## src/rtl/aes_pkg.sv

```systemverilog
// Shared AES constants: Nk/Nr per key length, key_size encodings and the
// input loader FSM states. Encrypt/Decrypt cores import the same Nk/Nr values.
package aes_pkg;

  localparam logic [3:0] NK_128 = 4'd4;
  localparam logic [3:0] NK_192 = 4'd6;
  localparam logic [3:0] NK_256 = 4'd8;

  localparam logic [3:0] NR_128 = 4'd10;
  localparam logic [3:0] NR_192 = 4'd12;
  localparam logic [3:0] NR_256 = 4'd14;

  localparam logic [1:0] KS_128     = 2'b00;
  localparam logic [1:0] KS_192     = 2'b01;
  localparam logic [1:0] KS_256     = 2'b10;
  localparam logic [1:0] KS_ILLEGAL = 2'b11;

  typedef enum logic [1:0] {
    IDLE       = 2'd0,
    LOAD_STATE = 2'd1,
    LOAD_KEY   = 2'd2,
    HOLD       = 2'd3
  } load_state_e;

  // Number of 32-bit key words for a key_size code (illegal code falls back to 128).
  function automatic logic [3:0] nk_of(input logic [1:0] ks);
    case (ks)
      KS_192:  return NK_192;
      KS_256:  return NK_256;
      default: return NK_128;
    endcase
  endfunction

  // Number of rounds for a key_size code.
  function automatic logic [3:0] nr_of(input logic [1:0] ks);
    case (ks)
      KS_192:  return NR_192;
      KS_256:  return NR_256;
      default: return NR_128;
    endcase
  endfunction

  // Index of the last key byte, 4*Nk-1, in the loader's 5-bit counter domain.
  function automatic logic [4:0] key_last_idx(input logic [1:0] ks);
    case (ks)
      KS_192:  return 5'd23;
      KS_256:  return 5'd31;
      default: return 5'd15;
    endcase
  endfunction

endpackage

```

## src/rtl/aes_byte_shifter.sv

```systemverilog
// Byte-wide shift register: each enabled cycle shifts the contents up by one
// byte and inserts the new byte at the bottom, so the first byte loaded ends
// up most significant. Synchronous clear starts a fresh block.
module aes_byte_shifter #(
  parameter int W      = 128,
  parameter int BYTE_W = 8
) (
  input  logic              clk,
  input  logic              rst,
  input  logic              clr_i,
  input  logic              en_i,
  input  logic [BYTE_W-1:0] byte_i,
  output logic [W-1:0]      data_o
);

  logic [W-1:0] data_q;

  // Shift register with async reset; clear wins over a same-cycle shift.
  always_ff @(posedge clk or posedge rst) begin
    if (rst) begin
      data_q <= '0;
    end else if (clr_i) begin
      data_q <= '0;
    end else if (en_i) begin
      data_q <= {data_q[W-BYTE_W-1:0], byte_i};
    end
  end

  assign data_o = data_q;

endmodule

```

## src/rtl/aes_input_loader.sv

```systemverilog
// AES input loader: collects 16 plaintext bytes and then 16/24/32 key bytes
// from a byte stream, holds the assembled block with Nk/Nr until the consumer
// acknowledges it. Key is right-aligned in key_out because the key shifter is
// cleared at start and only 4*Nk bytes are shifted in.
module aes_input_loader
  import aes_pkg::*;
#(
  parameter int BYTE_W      = 8,
  parameter int STATE_BYTES = 16,
  parameter int KEY_W       = 256
) (
  input  logic                          clk,
  input  logic                          rst,
  input  logic                          start,
  input  logic [1:0]                    key_size,
  input  logic [BYTE_W-1:0]             byte_in,
  input  logic                          byte_valid,
  output logic                          byte_ready,
  input  logic                          abort,
  output logic                          busy,
  output logic [BYTE_W*STATE_BYTES-1:0] state_out,
  output logic [KEY_W-1:0]              key_out,
  output logic [3:0]                    nk_out,
  output logic [3:0]                    nr_out,
  output logic                          out_valid,
  input  logic                          out_ack,
  output logic                          load_done,
  output logic                          err
);

  localparam int          STATE_W  = BYTE_W * STATE_BYTES;
  localparam logic [4:0]  ST_LAST  = 5'(STATE_BYTES - 1);

  load_state_e state_q, state_d;
  logic [4:0]  cnt_q, cnt_d;
  logic [1:0]  ksize_q, ksize_d;
  logic        err_q, err_d;
  logic        done_q, done_d;

  logic        xfer;
  logic        start_ok;
  logic        state_last;
  logic        key_last;
  logic        clr;
  logic        st_en;
  logic        key_en;

  // A transfer needs both sides; abort cancels anything else happening this cycle.
  assign xfer       = byte_valid & byte_ready & ~abort;
  assign start_ok   = (state_q == IDLE) & start & ~abort & (key_size != KS_ILLEGAL);
  assign state_last = (cnt_q == ST_LAST);
  assign key_last   = (cnt_q == key_last_idx(ksize_q));

  // FSM state register.
  always_ff @(posedge clk or posedge rst) begin
    if (rst) begin
      state_q <= IDLE;
    end else begin
      state_q <= state_d;
    end
  end

  // FSM next-state logic; abort overrides every other transition.
  always_comb begin
    state_d = state_q;
    if (abort) begin
      state_d = IDLE;
    end else begin
      case (state_q)
        IDLE:       if (start_ok)             state_d = LOAD_STATE;
        LOAD_STATE: if (xfer && state_last)   state_d = LOAD_KEY;
        LOAD_KEY:   if (xfer && key_last)     state_d = HOLD;
        HOLD:       if (out_ack)              state_d = IDLE;
        default:                              state_d = IDLE;
      endcase
    end
  end

  // FSM outputs: handshake levels and shifter controls decoded from the current state.
  always_comb begin
    byte_ready = 1'b0;
    busy       = 1'b0;
    out_valid  = 1'b0;
    clr        = 1'b0;
    st_en      = 1'b0;
    key_en     = 1'b0;
    case (state_q)
      IDLE: begin
        clr = start_ok;
      end
      LOAD_STATE: begin
        byte_ready = 1'b1;
        busy       = 1'b1;
        st_en      = xfer;
      end
      LOAD_KEY: begin
        byte_ready = 1'b1;
        busy       = 1'b1;
        key_en     = xfer;
      end
      HOLD: begin
        out_valid = 1'b1;
      end
      default: ;
    endcase
  end

  // Byte counter, latched key size and one-cycle pulse flags.
  always_comb begin
    cnt_d   = cnt_q;
    ksize_d = ksize_q;
    err_d   = (state_q == IDLE) & start & ~abort & (key_size == KS_ILLEGAL);
    done_d  = (state_q == LOAD_KEY) & xfer & key_last;
    if (abort) begin
      cnt_d = '0;
    end else begin
      case (state_q)
        IDLE: begin
          if (start_ok) begin
            cnt_d   = '0;
            ksize_d = key_size;
          end
        end
        LOAD_STATE: if (xfer) cnt_d = state_last ? 5'd0 : cnt_q + 5'd1;
        LOAD_KEY:   if (xfer) cnt_d = key_last   ? 5'd0 : cnt_q + 5'd1;
        default: ;
      endcase
    end
  end

  // Registers for counter, key size and pulses.
  always_ff @(posedge clk or posedge rst) begin
    if (rst) begin
      cnt_q   <= '0;
      ksize_q <= KS_128;
      err_q   <= 1'b0;
      done_q  <= 1'b0;
    end else begin
      cnt_q   <= cnt_d;
      ksize_q <= ksize_d;
      err_q   <= err_d;
      done_q  <= done_d;
    end
  end

  aes_byte_shifter #(
    .W      (STATE_W),
    .BYTE_W (BYTE_W)
  ) u_state_shift (
    .clk    (clk),
    .rst    (rst),
    .clr_i  (clr),
    .en_i   (st_en),
    .byte_i (byte_in),
    .data_o (state_out)
  );

  aes_byte_shifter #(
    .W      (KEY_W),
    .BYTE_W (BYTE_W)
  ) u_key_shift (
    .clk    (clk),
    .rst    (rst),
    .clr_i  (clr),
    .en_i   (key_en),
    .byte_i (byte_in),
    .data_o (key_out)
  );

  assign nk_out    = nk_of(ksize_q);
  assign nr_out    = nr_of(ksize_q);
  assign load_done = done_q;
  assign err       = err_q;

endmodule

```

## config.mk

```make
export PLATFORM = sky130hd
export DESIGN_NAME = aes_input_loader
export DESIGN_NICKNAME = d
export VERILOG_FILES = /design/src/rtl/aes_pkg.sv /design/src/rtl/aes_byte_shifter.sv /design/src/rtl/aes_input_loader.sv
export SDC_FILE = /design/constraint.sdc
export NUM_CORES = 1
export LEC_CHECK = 0
export ABC_AREA = 1
export CORE_MARGIN = 2
export CORE_UTILIZATION = 32
export DETAILED_ROUTE_END_ITERATION = 8
export PLACE_DENSITY = 0.65
export REMOVE_ABC_BUFFERS = 1
export SETUP_SLACK_MARGIN = 0.3
export SLEW_MARGIN = 15
export SYNTH_ARGS = -nofsm -noshare
export SYNTH_HDL_FRONTEND = slang
export SYNTH_SLANG_ARGS = --single-unit
```

## constraint.sdc

```tcl
create_clock -name clk -period 19.98 [get_ports clk]
set_input_delay 4.995 -clock clk [delete_from_list [all_inputs] [get_ports clk]]
set_output_delay 4.995 -clock clk [all_outputs]
set_load 0.02 [all_outputs]
```

==> results.md <==
* Post-CTS Setup Repair Bufs at 0
* Die W at 225.2 um
* CTS tree: yes
* DRC viols at 0
* Hold_buf cts at 0
* Total track usage at 17.07%
* Mux contribution to synthesized area at 0%
* Share of cells above drive strength 1 at 4.876%
* Largest net degree at the start of global routing at 174
* Startpoint types: input port
* CTS clk-pin slew, worst paths at 60 ps
* Worst Path Required at 20,460 ps
* Worst-margin pin slew at 1100 ps
* Clk buf depth at 3
* Global-route wire length before repair at approximately 69,000 um
* Mapped Cells at 1,594
* Status: finished, final reports clean
* FF+latch count, synth at 395
* TritonCTS Buffers at 44
* GRT overflow at 0
* Top Ports at around 410
* Post-cts sizing count at 0
* Compound-Gate Fraction of Synth Area at 17.77%
* Relative slew margins at 26.65%
* Register area share after synthesis at 63.11%
* Tmin final at 8105 ps
* First DRT Iteration DRCs at 901
* Xor and xnor fraction of the mapped netlist area at 0.05592%
* Avg WL per Cell at 17.00 um
* Core ar. at 48,650 um^2
* Cell taking the most area after synthesis: dfrtp_1
* Slack of the critical path at 11,870 ps
* RSZ-0062 raised after global routing: no
* CP Capture Type: flop
* # diodes at 0
* Clock Root Buffer: clkbuf_16
* Static Leakage at 0.009556 uW
* Syn avg cell area at a little under 10 um^2
* Cell Area, Synth at ~16,000 um^2
* Placer Congestion at roughly 0.79
* Count of pins over their slew limit at 0
* Fin nets at 1,961
* Die area at 50,730 um^2
* # setup viols final at 0
* Die height at 225.2 um
* Post-synth top area share at a little over three fifths
* Worst Hold Class: reg2reg
* Avg Vias per Cell at 4.849
* Synth-to-Final Area Change at 35.60%
* Simple-gate portion of the synthesized area at 12.02%
* Worst-path fanout max at between 150 and 200
* Vias in the first global route at 12,120
* Skew-Pair Late Insertion Delay at 560 ps
* DP HPWL at 28,380 um
* Clock Sinks at 395
* Total power divided by cell area at approximately 150 nW/um^2
* Final Hold Vio Count at 0
* Drt total wl at 44,050 um
* Largest family of logic cells by synthesized area: compound AO/OA/AOI/OAI gates
* Row cnt at 81
* Cell variety after synth at 25
* Final period utilization at between 40% and 50%
* Max-cap violations at 0
* Non-filler instance count after layout at 2,591
* Fmax at 0.1234 GHz
* Final ANT Viol Nets at 0
* Drt pass-1 iters at 5
* Maximum vdd ir drop at about 74 uV
* CP Data Arrival Time at 8580 ps
* Placed cell count at about 2,500
* H-tree depth at 2
* Setup TNS Final at 0 ps
* WS Path Type: in2reg
* Synth Area in Adders at 0.7988%
* Pre-CTS worst setup slack at 11,330 ps
* Starting Density at around 32%
* Most area-consuming cells after synthesis: dfrtp_1, a21oi_1, nand2_1
* Skew final at 18.05 ps
* Via count at 12,570
* Antenna violations before repair at 0
* Synth warn at 0
* PortBufs at 409
synth_stat cells:
master,instances
ha_1,10
dfrtp_1,395
o21ai_0,127
nor2_2,1
or2_2,1
nand2_8,2
o22ai_1,1
buf_2,54
buf_1,1
nand2_4,1
xor2_1,1
o21ai_1,70
nor3_2,1
nor2_1,14
a21oi_1,358
nand3_1,21
buf_4,10
inv_4,2
nand2_2,3
inv_1,22
conb_1,2
clkbuf_1,22
inv_2,1
buf_6,39
nand2_1,435
final cells by class:
cell class,instances,area [um^2]
multi-input combinational,1049,4840
sequential,395,9884
clock buffer,67,1349
fill,4634,27410
timing repair buffer,420,4177
tap,622,778.2
inverter,25,108.9
clock inverter,13,101.3
sequential cells by signal (all words and copies together) (netlist names):
signal	flops
u_key_shift.data_o	256
state_q	2
ksize_q	2
err	1
cnt_q	5
u_state_shift.data_o	128
load_done	1
per-stage QoR:
step | power (uW) | utilization (%) | hold slack [ps] | cell area [um^2]
3_3_place_gp | 2394 | 40.68 | 467.9 | 19790
2_1_floorplan | 1782 | - | 475.4 | 14800
6_report | 3203 | 43.66 | 487.8 | 21240
5_1_grt | 3380 | 43.66 | 511.3 | 21240
4_1_cts | 3241 | 43.66 | 489.6 | 21240
3_5_place_dp | 2416 | 40.68 | 473.6 | 19790
layout by cell type (no fill, tap or decap), types with 10 or more instances in the layout:
master	n
a21oi_1	358
buf_4	11
clkbuf_16	45
clkbuf_8	14
clkdlybuf4s50_1	409
dfrtp_1	395
ha_1	10
inv_1	21
nand2_1	435
nand3_1	21
nor2_1	14
o21ai_0	127
o21ai_1	70
power breakdown:
group	switching, uW	internal, uW
logic	697	524
clock network	329	478
registers	148	1030
total	1170	2030
metal layers:
| metal | GRT usage, % | routed length [um] | up-vias | part of all wire (%) |
|---|---|---|---|---|
| met1 | 22.36 | 18960 | 6093 | 43 |
| li1 | - | - | 6054 | - |
| met4 | 4.785 | 1067 | 0 | 2.4 |
| met5 | 0 | 0 | - | 0 |
| met2 | 26.76 | 20400 | 351 | 46 |
| met3 | 6.023 | 3626 | 67 | 8.2 |
worst paths after layout:
kind,startpoint,to,slack [ps],cells after the start
setup / recovery,abort,u_key_shift.data_o[133],11870,10
hold / removal,u_key_shift.data_o[250],u_key_shift.data_o[250],490,2
setup reg to reg,state_q[0],u_key_shift.data_o[133],15970,12
hold reg to reg,u_key_shift.data_o[250],u_key_shift.data_o[250],490,2
max in group asynchronous,rst,u_key_shift.data_o[78],12700,4
min in group asynchronous,rst,u_key_shift.data_o[232],5060,2
critical path, stage by stage:
cell and delay, ps:
clkdlybuf4s50_1 580, nor2_2 90, nand2_2 100, inv_4 70
nand2_8 590, nand2_4 220, inv_4 480, buf_4 820
nand2_1 150, o21ai_1 120
logic make-up (layout without fill, tap and decap cells):
| logic type | Yosys count | in the layout |
|---|---|---|
| other | 2 | 3 |
| AOI/OAI and AO/OA | 556 | 556 |
| DFF | 395 | 395 |
| adders and majority gates | 10 | 10 |
| buffers and inverters | 151 | 525 |
| xor gates and xnor gates | 1 | 1 |
| and+or+nand+nor | 479 | 479 |
Note: power is estimated with default switching activity, not from simulation.
